==> src/rtl/systolic_array_ctrl_pkg.sv <==
// Shared definitions for the systolic array sequencer: FSM state encoding,
// quantisation mode constants and a counter-width helper.
package systolic_array_ctrl_pkg;

    // Job sequencing states; encodings are fixed so debug probes stay stable.
    typedef enum logic [2:0] {
        ST_IDLE   = 3'd0,
        ST_LOAD_W = 3'd1,
        ST_STREAM = 3'd2,
        ST_DRAIN  = 3'd3,
        ST_DONE   = 3'd4
    } state_t;

    // PE arithmetic modes broadcast on pe_quantize_mode.
    localparam logic QMODE_INT8 = 1'b0;
    localparam logic QMODE_INT4 = 1'b1;

    // Width of a counter that indexes `rows` items, never narrower than 1 bit.
    function automatic int row_cnt_width(input int rows);
        return (rows > 1) ? $clog2(rows) : 1;
    endfunction

endpackage

==> src/rtl/systolic_array_ctrl_act_skew_buf.sv <==
// Input skew buffer for the array west edge: lane r is delayed by r+1 cycles
// so that activations meet the diagonal wavefront of a weight-stationary array.
module systolic_array_ctrl_act_skew_buf #(
    parameter int ROWS       = 4,
    parameter int DATA_WIDTH = 8
) (
    input  logic                       clk,
    input  logic                       rst,
    input  logic                       clr,
    input  logic [ROWS*DATA_WIDTH-1:0] in_data,
    output logic [ROWS*DATA_WIDTH-1:0] out_data
);

    for (genvar r = 0; r < ROWS; r++) begin : g_lane
        logic [DATA_WIDTH-1:0] stage [r+1];

        // Lane r delay line: stage 0 captures the lane, later stages shift it on.
        always_ff @(posedge clk or posedge rst) begin
            if (rst) begin
                for (int i = 0; i <= r; i++) stage[i] <= '0;
            end else if (clr) begin
                for (int i = 0; i <= r; i++) stage[i] <= '0;
            end else begin
                stage[0] <= in_data[r*DATA_WIDTH +: DATA_WIDTH];
                for (int i = 1; i <= r; i++) stage[i] <= stage[i-1];
            end
        end

        assign out_data[r*DATA_WIDTH +: DATA_WIDTH] = stage[r];
    end

endmodule

==> src/rtl/systolic_array_ctrl.sv <==
// Sequencer for a weight-stationary ROWS x COLS systolic array: loads weight
// rows, streams skewed activation vectors, tracks per-column output validity,
// drains the pipeline and pulses done.
//
// Handshakes: a beat transfers on a rising clk edge where valid and ready are
// both 1. ready is a registered output that depends only on the FSM state,
// never on valid; the upstream buffer must hold data stable while valid=1 and
// ready=0.
module systolic_array_ctrl
    import systolic_array_ctrl_pkg::*;
#(
    parameter int ROWS       = 4,
    parameter int COLS       = 4,
    parameter int DATA_WIDTH = 8,
    parameter int VEC_W      = 16
) (
    input  logic                       clk,
    input  logic                       rst,
    input  logic                       start,
    input  logic                       abort,
    input  logic [VEC_W-1:0]           num_vectors,
    input  logic                       quant_mode_cfg,
    input  logic                       wt_valid,
    output logic                       wt_ready,
    input  logic [COLS*DATA_WIDTH-1:0] wt_data,
    input  logic                       act_valid,
    output logic                       act_ready,
    input  logic [ROWS*DATA_WIDTH-1:0] act_data,
    output logic                       pe_enable,
    output logic [ROWS-1:0]            pe_load_weight,
    output logic [COLS*DATA_WIDTH-1:0] pe_weight_bus,
    output logic                       pe_quantize_mode,
    output logic [ROWS*DATA_WIDTH-1:0] pe_act_bus,
    output logic [COLS-1:0]            out_valid,
    output logic                       busy,
    output logic                       done
);

    localparam int RCW      = row_cnt_width(ROWS);
    localparam int PIPE_LEN = ROWS + COLS;
    localparam int DCW      = $clog2(PIPE_LEN + 1);

    localparam logic [RCW-1:0] LAST_ROW   = RCW'(ROWS - 1);
    localparam logic [DCW-1:0] LAST_DRAIN = DCW'(PIPE_LEN - 1);

    state_t                      state;
    logic   [RCW-1:0]            row_cnt;
    logic   [VEC_W-1:0]          vec_cnt;
    logic   [VEC_W-1:0]          num_lat;
    logic   [DCW-1:0]            drain_cnt;
    logic   [PIPE_LEN-1:0]       valid_pipe;
    logic                        quant_lat;
    logic                        wt_acc;
    logic                        act_acc;
    logic   [ROWS*DATA_WIDTH-1:0] skew_in;

    assign wt_acc  = wt_valid & wt_ready;
    assign act_acc = act_valid & act_ready;

    // Idle lanes carry zeros so the array sees no stale activations.
    assign skew_in = act_acc ? act_data : '0;

    // Column c becomes valid ROWS+c+1 cycles after the accept that fed it.
    assign out_valid        = valid_pipe[PIPE_LEN-1:ROWS];
    assign pe_quantize_mode = quant_lat;

    systolic_array_ctrl_act_skew_buf #(
        .ROWS       (ROWS),
        .DATA_WIDTH (DATA_WIDTH)
    ) u_act_skew_buf (
        .clk      (clk),
        .rst      (rst),
        .clr      (abort),
        .in_data  (skew_in),
        .out_data (pe_act_bus)
    );

    // Job FSM with all control outputs registered alongside the state.
    always_ff @(posedge clk or posedge rst) begin
        if (rst) begin
            state          <= ST_IDLE;
            row_cnt        <= '0;
            vec_cnt        <= '0;
            num_lat        <= '0;
            drain_cnt      <= '0;
            valid_pipe     <= '0;
            quant_lat      <= QMODE_INT8;
            wt_ready       <= 1'b0;
            act_ready      <= 1'b0;
            pe_enable      <= 1'b0;
            pe_load_weight <= '0;
            pe_weight_bus  <= '0;
            busy           <= 1'b0;
            done           <= 1'b0;
        end else begin
            pe_load_weight <= '0;
            done           <= 1'b0;
            if (abort) begin
                // Abort wins over every transition and leaves no done pulse.
                state      <= ST_IDLE;
                row_cnt    <= '0;
                vec_cnt    <= '0;
                num_lat    <= '0;
                drain_cnt  <= '0;
                valid_pipe <= '0;
                quant_lat  <= QMODE_INT8;
                wt_ready   <= 1'b0;
                act_ready  <= 1'b0;
                pe_enable  <= 1'b0;
                pe_weight_bus <= '0;
                busy       <= 1'b0;
            end else begin
                valid_pipe <= {valid_pipe[PIPE_LEN-2:0], act_acc};
                pe_enable  <= 1'b0;
                case (state)
                    ST_IDLE: begin
                        if (start) begin
                            busy <= 1'b1;
                            if (num_vectors != '0) begin
                                num_lat   <= num_vectors;
                                quant_lat <= quant_mode_cfg;
                                row_cnt   <= '0;
                                vec_cnt   <= '0;
                                wt_ready  <= 1'b1;
                                state     <= ST_LOAD_W;
                            end else begin
                                done  <= 1'b1;
                                state <= ST_DONE;
                            end
                        end
                    end
                    ST_LOAD_W: begin
                        if (wt_acc) begin
                            pe_load_weight <= ROWS'(1) << row_cnt;
                            pe_weight_bus  <= wt_data;
                            pe_enable      <= 1'b1;
                            if (row_cnt == LAST_ROW) begin
                                row_cnt   <= '0;
                                wt_ready  <= 1'b0;
                                act_ready <= 1'b1;
                                state     <= ST_STREAM;
                            end else begin
                                row_cnt <= row_cnt + RCW'(1);
                            end
                        end
                    end
                    ST_STREAM: begin
                        pe_enable <= 1'b1;
                        if (act_acc) begin
                            vec_cnt <= vec_cnt + VEC_W'(1);
                            if (vec_cnt + VEC_W'(1) == num_lat) begin
                                act_ready <= 1'b0;
                                drain_cnt <= '0;
                                state     <= ST_DRAIN;
                            end
                        end
                    end
                    ST_DRAIN: begin
                        // Hold the array enabled until the last column has emptied.
                        if (drain_cnt == LAST_DRAIN) begin
                            done  <= 1'b1;
                            state <= ST_DONE;
                        end else begin
                            pe_enable <= 1'b1;
                            drain_cnt <= drain_cnt + DCW'(1);
                        end
                    end
                    ST_DONE: begin
                        busy      <= 1'b0;
                        vec_cnt   <= '0;
                        drain_cnt <= '0;
                        quant_lat <= QMODE_INT8;
                        state     <= ST_IDLE;
                    end
                    default: begin
                        busy      <= 1'b0;
                        wt_ready  <= 1'b0;
                        act_ready <= 1'b0;
                        state     <= ST_IDLE;
                    end
                endcase
            end
        end
    end

endmodule

==> config.mk <==
export PLATFORM = sky130hd
export DESIGN_NAME = systolic_array_ctrl
export DESIGN_NICKNAME = d
export VERILOG_FILES = /design/src/rtl/systolic_array_ctrl_pkg.sv /design/src/rtl/systolic_array_ctrl_act_skew_buf.sv /design/src/rtl/systolic_array_ctrl.sv
export SDC_FILE = /design/constraint.sdc
export NUM_CORES = 1
export LEC_CHECK = 0
export ABC_AREA = 0
export BUFFER_PORTS_ARGS = -buffer_cell sky130_fd_sc_hd__buf_2
export CORE_MARGIN = 2
export CORE_UTILIZATION = 45
export DETAILED_ROUTE_END_ITERATION = 10
export PLACE_DENSITY = 0.71
export SETUP_SLACK_MARGIN = 0.15
export SYNTH_ARGS = -nofsm -noshare
export SYNTH_HDL_FRONTEND = slang
export SYNTH_HIERARCHICAL = 1
export SYNTH_SLANG_ARGS = --single-unit
==> constraint.sdc <==
create_clock -name clk -period 5.7 [get_ports clk]
set_input_delay 1.14 -clock clk [delete_from_list [all_inputs] [get_ports clk]]
set_output_delay 1.14 -clock clk [all_outputs]
set_load 0.02 [all_outputs]
== Yosys cells after proc, flatten, opt, wreduce, memory -nomap -nowiden ==
Index checks and enable logic that the tools add are counted.

* Flip-flop bits (word level): 171
* Input port bits: 87
* Output and inout bits: 78
* Logic and storage cells: 141

* Add/sub/neg operators: 3
* Eq/ne operators: 18
* Shifts and indexed selects: 1
* Multiplexer cells: 69
* Bitwise operators: 2
* Reduce and logical (&&, ||, !) cells: 24

{| class="wikitable"
|+ Operators by type and width
! cell !! count
|-
| $mux 32 || 5
|-
| $mux 16 || 9
|-
| $pmux 16 s3 || 1
|-
| $mux 4 || 7
|-
| $mux 24 || 1
|-
| $mux 3 || 8
|-
| $ne 3x3->1 const B || 8
|-
| $mux 1 || 22
|-
| $add 16x1->16 const B || 1
|-
| $eq 16x16->1 || 1
|-
| $mux 8 || 2
|-
| $reduce_bool 16->1 || 1
|-
| $pmux 3 s4 || 1
|-
| $pmux 4 s3 || 1
|-
| $reduce_and 4->1 || 3
|-
| $mux 2 || 5
|-
| $reduce_and 5->1 || 2
|-
| $reduce_bool 2->1 || 5
|-
| $pmux 1 s3 || 3
|-
| $reduce_or 3->1 || 3
|-
| $reduce_bool 4->1 || 2
|-
| $eq 3x2->1 const B || 2
|-
| $ne 2x1->1 const B || 3
|-
| $pmux 1 s2 || 3
|-
| other kinds (14) || 18
|}

== Longest topological paths before layout ==
* Word-level depth: 6
* Depth in mapped cells: 11
* Mapped depth without buffers: 9

== Modules after synthesis ==
The synthesis kept the hierarchy.

{| class="wikitable"
|+ Modules (own cells, without submodules)
! module !! instances !! cells each !! area an instance (um^2) !! seq. area each (um^2)
|-
| systolic_array_ctrl || 1 || 533 || 4808.4 || 2277.2
|-
| systolic_array_ctrl_act_skew_buf || 1 || 193 || 2726.4 || 2001.9
|}

== Worst setup path before layout ==
OpenSTA, ideal clock, no wires.

* Path kind: in2reg
* Start point: input port num_vectors[11]
* End point: register vec_cnt[0]
* Library setup time: 0.130 ns
* Arrival: 2.770 ns
* Required time: 5.570 ns
* Slack: 2.800 ns
* Cell stages on the path: 9
* Path buffers: 2
* Cells stage by stage: nor4_1 -> nand4_1 -> a21oi_1 -> o22ai_1 -> a21oi_1 -> or2_0 -> clkbuf_1 -> buf_2 -> o21ai_0

* Longest elaborated chain between the ends: 3

{| class="wikitable"
|+ Ends and longest elaborated chain
! item !! line !! RTL
|-
| start, declared || systolic_array_ctrl.sv:21 || <nowiki>input logic [VEC_W-1:0] num_vectors,</nowiki>
|-
| $reduce_bool 16->1 || systolic_array_ctrl.sv:119 || <nowiki>if (num_vectors != '0) begin</nowiki>
|-
| $ne 3x3->1 (no line) || n/a ||
|-
| $reduce_and 4->1 (no line) || n/a ||
|-
| end signal, assigned || systolic_array_ctrl.sv:150 || <nowiki>vec_cnt <= vec_cnt + VEC_W'(1);</nowiki>
|-
| end, declared || systolic_array_ctrl.sv:48 || <nowiki>logic [VEC_W-1:0] vec_cnt;</nowiki>
|}

Every way passes these cells.
A chain may end at the register's enable or synchronous reset.

== Final worst setup path ==
* Start point: input port num_vectors[11]
* End point: register vec_cnt[15]

The elaborated chain is that of the path after synthesis.

==> reports/summary.json <==
{
  "outcome": {"value": "finished, final reports clean"},
  "yosysTopAreaCell": {"value": "dfrtp_1"},
  "area.sequential": {"value": 4280, "unit": "sq um"},
  "dp.final_hpwl": {"value": 10800, "unit": "microns"},
  "period_minus_slack": {"value": 3270, "unit": "ps"},
  "place_area": {"value": 8260, "unit": "sq um"},
  "leakage": {"value": 4.48, "unit": "nW"},
  "cts_sinks": {"value": 171},
  "globalRoute.totalOverflow": {"value": 0},
  "n_antenna_cell": {"value": 0},
  "post_synth_xor_area_fraction": {"value": 0.0174},
  "synth-compound-area-share": {"value": 0.125},
  "hold_path.class": {"value": "flip-flop to flip-flop"},
  "cts-root-buf": {"value": "clkbuf_16"},
  "vias": {"value": 5532},
  "post_synth_and_or_nand_nor_area_fraction": {"value": 0.212},
  "netlist_top_cells_area": {"value": "dfrtp_1 57%, nor2b_1 7.4%, nand2_1 4.2%"},
  "critical_path.most_common_cell": {"value": "a21oi_1"},
  "irDropWorstVdd": {"value": 0.000203, "unit": "V"},
  "ctsHtreeMaxLevel": {"value": 4},
  "synth_top_family_by_area": {"value": "simple AND/OR/NAND/NOR gates"},
  "post_route_cells_drive_above_1_share": {"value": 0.253},
  "yosys_register_bits": {"value": 171},
  "cp_top_family": {"value": "simple AND/OR/NAND/NOR gates"},
  "clock_tree.buffer_depth": {"value": 2},
  "drt-vias-per-instance": {"value": 5.15},
  "clock_network_fraction_of_design_power": {"value": 0.363},
  "postCtsSetupBuffers": {"value": 0},
  "drt_iter0_drc": {"value": 361},
  "clock-skew-final": {"value": 4.90, "unit": "ps"},
  "finalSetupTns": {"value": 0, "unit": "ps"},
  "global_route_usage_over_all_layers": {"value": 0.182},
  "combinationalPowerShare": {"value": 0.174},
  "fmaxAchievable": {"value": 306, "unit": "MHz"},
  "io_pins": {"value": 165},
  "worstSkewPairLatency": {"value": 420, "unit": "ps"},
  "nFillCells": {"value": 1484},
  "finalSetupViolations": {"value": 0},
  "critical_path.n_buffers_inverters": {"value": 2},
  "grt_setup_unrepaired": {"value": "false"},
  "syn_area": {"value": 7530, "unit": "sq um"},
  "synth_mux_area_frac": {"value": 0.00415},
  "firstDrtPassIters": {"value": 5},
  "synth-edff-count": {"value": 0},
  "worst_slew_pin_slew": {"value": 1130, "unit": "ps"},
  "number_of_nets_in_the_synthesized_netlist": {"value": 819},
  "asyncSetResetFlopFracSynth": {"value": 1.00},
  "fraction_of_synthesized_cell_area_taken_by_the_top_area_cell_type": {"value": 0.568},
  "critPathKind": {"value": "input port to flip-flop"},
  "antenna_violations_before_repair": {"value": 0},
  "area_delta_synth_final": {"value": 16.9, "unit": "%"},
  "p_int": {"value": 2.12, "unit": "mW"},
  "routed_wire_length_per_instance": {"value": 14.7, "unit": "microns"},
  "worst_path_largest_cell_delay": {"value": 660, "unit": "ps"},
  "ant_nets": {"value": 0},
  "synth_most_common_cell": {"value": "dfrtp_1"},
  "number_of_nets_in_the_finished_design": {"value": 936},
  "worst_setup_hold_path_clk_slew": {"value": 60, "unit": "ps"},
  "port_buffers": {"value": 164},
  "crit_path_max_fanout": {"value": 19},
  "routabilityCongestion": {"value": 0.919},
  "path_cells": {"value": "buf_2 -> nor4_1 -> nand4_1 -> a21oi_1 -> o22ai_1 -> a21oi_1 -> buf_4 -> or2_0 -> o21ai_1"},
  "yosys.area_share.adder": {"value": 0.00996},
  "timing.slew.headroom": {"value": 0.244},
  "grt_start_max_net_pins": {"value": 74},
  "grt_first_pass_wirelength": {"value": 25800, "unit": "microns"},
  "first_global_vias": {"value": 5053},
  "floorplan.die.width": {"value": 133, "unit": "microns"},
  "finalMaxSlewViolations": {"value": 0},
  "placeableCoreArea": {"value": 16500, "unit": "sq um"},
  "cp_data_arrival_time": {"value": 3530, "unit": "ps"},
  "cts_made_buffers": {"value": 17},
  "tritoncts_clock_tree": {"value": "done"},
  "start_util": {"value": 0.458},
  "rows": {"value": 47},
  "dieArea": {"value": 17800, "unit": "sq um"},
  "power.switching_fraction": {"value": 0.289},
  "share_seq_of_total_power": {"value": 0.463},
  "synth.lib_cells_used.distinct": {"value": 63},
  "yosysWarningCount": {"value": 6},
  "cts-resized-gates": {"value": 0},
  "dieHeight": {"value": 133, "unit": "microns"},
  "period_share": {"value": 0.573},
  "hold_slack": {"value": 452, "unit": "ps"},
  "netlist_instances": {"value": 726},
  "finish.instance_area": {"value": 8810, "unit": "sq um"},
  "switchingPower": {"value": 0.860, "unit": "mW"},
  "worstSetupStartpointType": {"value": "input port"},
  "synthFlopType": {"value": "dfrtp_1"},
  "timing.final.hold_violations": {"value": 0},
  "cap_violations": {"value": 0},
  "end_kind": {"value": "flip-flop"},
  "synth_area_per_cell": {"value": 10.4, "unit": "sq um"},
  "holdBufCountCts": {"value": 0},
  "synthTopCellsByCount": {"value": "171 x dfrtp_1, 89 x nor2b_1, 85 x nand2_1"},
  "slowest_stage": {"value": "or2_0"},
  "power_density": {"value": 338, "unit": "nW/um^2"},
  "synth_seq_area_share": {"value": 0.568},
  "drc": {"value": 0},
  "wirelength": {"value": 15800, "unit": "microns"},
  "cp_data_required_time": {"value": 5970, "unit": "ps"},
  "multiInputGateArea": {"value": 2780, "unit": "sq um"}
}
final cells by class:
type / instances / area share
Timing Repair Buffer: 172 / 0.100
Clock inverter: 10 / 0.0107
Inverter: 11 / 0.00497
Tap cell: 220 / 0.0312
Sequential cell: 171 / 0.486
Clock buffer: 21 / 0.0523
Multi-Input combinational cell: 470 / 0.315
cell families after synthesis:
group | after synthesis
xor gates and xnor gates | 15
DFF | 171
AOI/OAI and AO/OA | 149
buffers and inverters | 85
muxes | 3
and+or+nand+nor | 297
adders and majority gates | 6
worst paths after layout:
check                                                    from                                  to  slack (ps)  cells past startpoint
setup / recovery                              num_vectors[11]                         vec_cnt[15]        2430                      9
hold / removal             u_act_skew_buf/g_lane[2].stage[14]         u_act_skew_buf/out_data[22]         450                      1
setup reg to reg                                   vec_cnt[0]                            state[0]        2830                      9
hold reg to reg            u_act_skew_buf/g_lane[2].stage[14]         u_act_skew_buf/out_data[22]         450                      1
max in group asynchronous                                 rst                          num_lat[2]        3770                      3
min in group asynchronous                                 rst  u_act_skew_buf/g_lane[3].stage[12]         770                      2
through the flow:
stage / power [mW] / setup WS [ps] / instances / utilization
floorplan: 1.75 / 2200 / 726 / -
global placement: 1.91 / 2190 / 1044 / 0.501
detailed placement: 1.92 / 2030 / 1044 / 0.501
CTS: 3.00 / 2500 / 1075 / 0.535
global route: 3.13 / 2270 / 1075 / 0.535
finish: 2.98 / 2430 / 1075 / 0.535
sequential cells by signal, indices dropped and copies added (netlist names), 2 cells and up:
register / count
u_act_skew_buf/g_lane.stage: 56
pe_weight_bus: 32
u_act_skew_buf/out_data: 24
num_lat: 16
vec_cnt: 16
valid_pipe: 8
drain_cnt: 4
pe_load_weight: 4
state: 3
row_cnt: 2
per-layer routing:
metal	vias to the layer above	part of all wire	GRT usage
li1	2687	-	-
met1	2648	0.45	0.259
met2	172	0.47	0.273
met3	25	0.057	0.0449
met4	0	0.018	0.0632
met5	-	0	0
power by group through the flow:
stage               Sequential, mW  Combinational [mW]  Clock, mW
floorplan                     1.40               0.353          0
global placement              1.40               0.514          0
detailed placement            1.40               0.520          0
CTS                           1.38               0.521       1.11
global route                  1.39               0.581       1.16
finish                        1.38               0.517       1.08
worst reg2reg max path: stages (launching register included):
cell and delay, ps:
dfrtp_1 460, ha_1 370, nand3_1 300, nor2_1 380, nand2_1 150, a2111oi_2 360, nand4_1 200, nor3_1 260
a21oi_1 130, o31ai_2 190
cell usage in the layout, fill, tap and decap left out, types with 9 or more instances in the layout:
cell and n:
a21oi_1 55, a22o_1 16, and3_1 37, buf_2 163, buf_4 9, clkbuf_16 17
dfrtp_1 171, inv_1 9, nand2_1 85, nand3_1 14, nor2_1 27, nor2b_1 89
o21ai_0 30
Note: power is estimated with default switching activity, not from simulation.
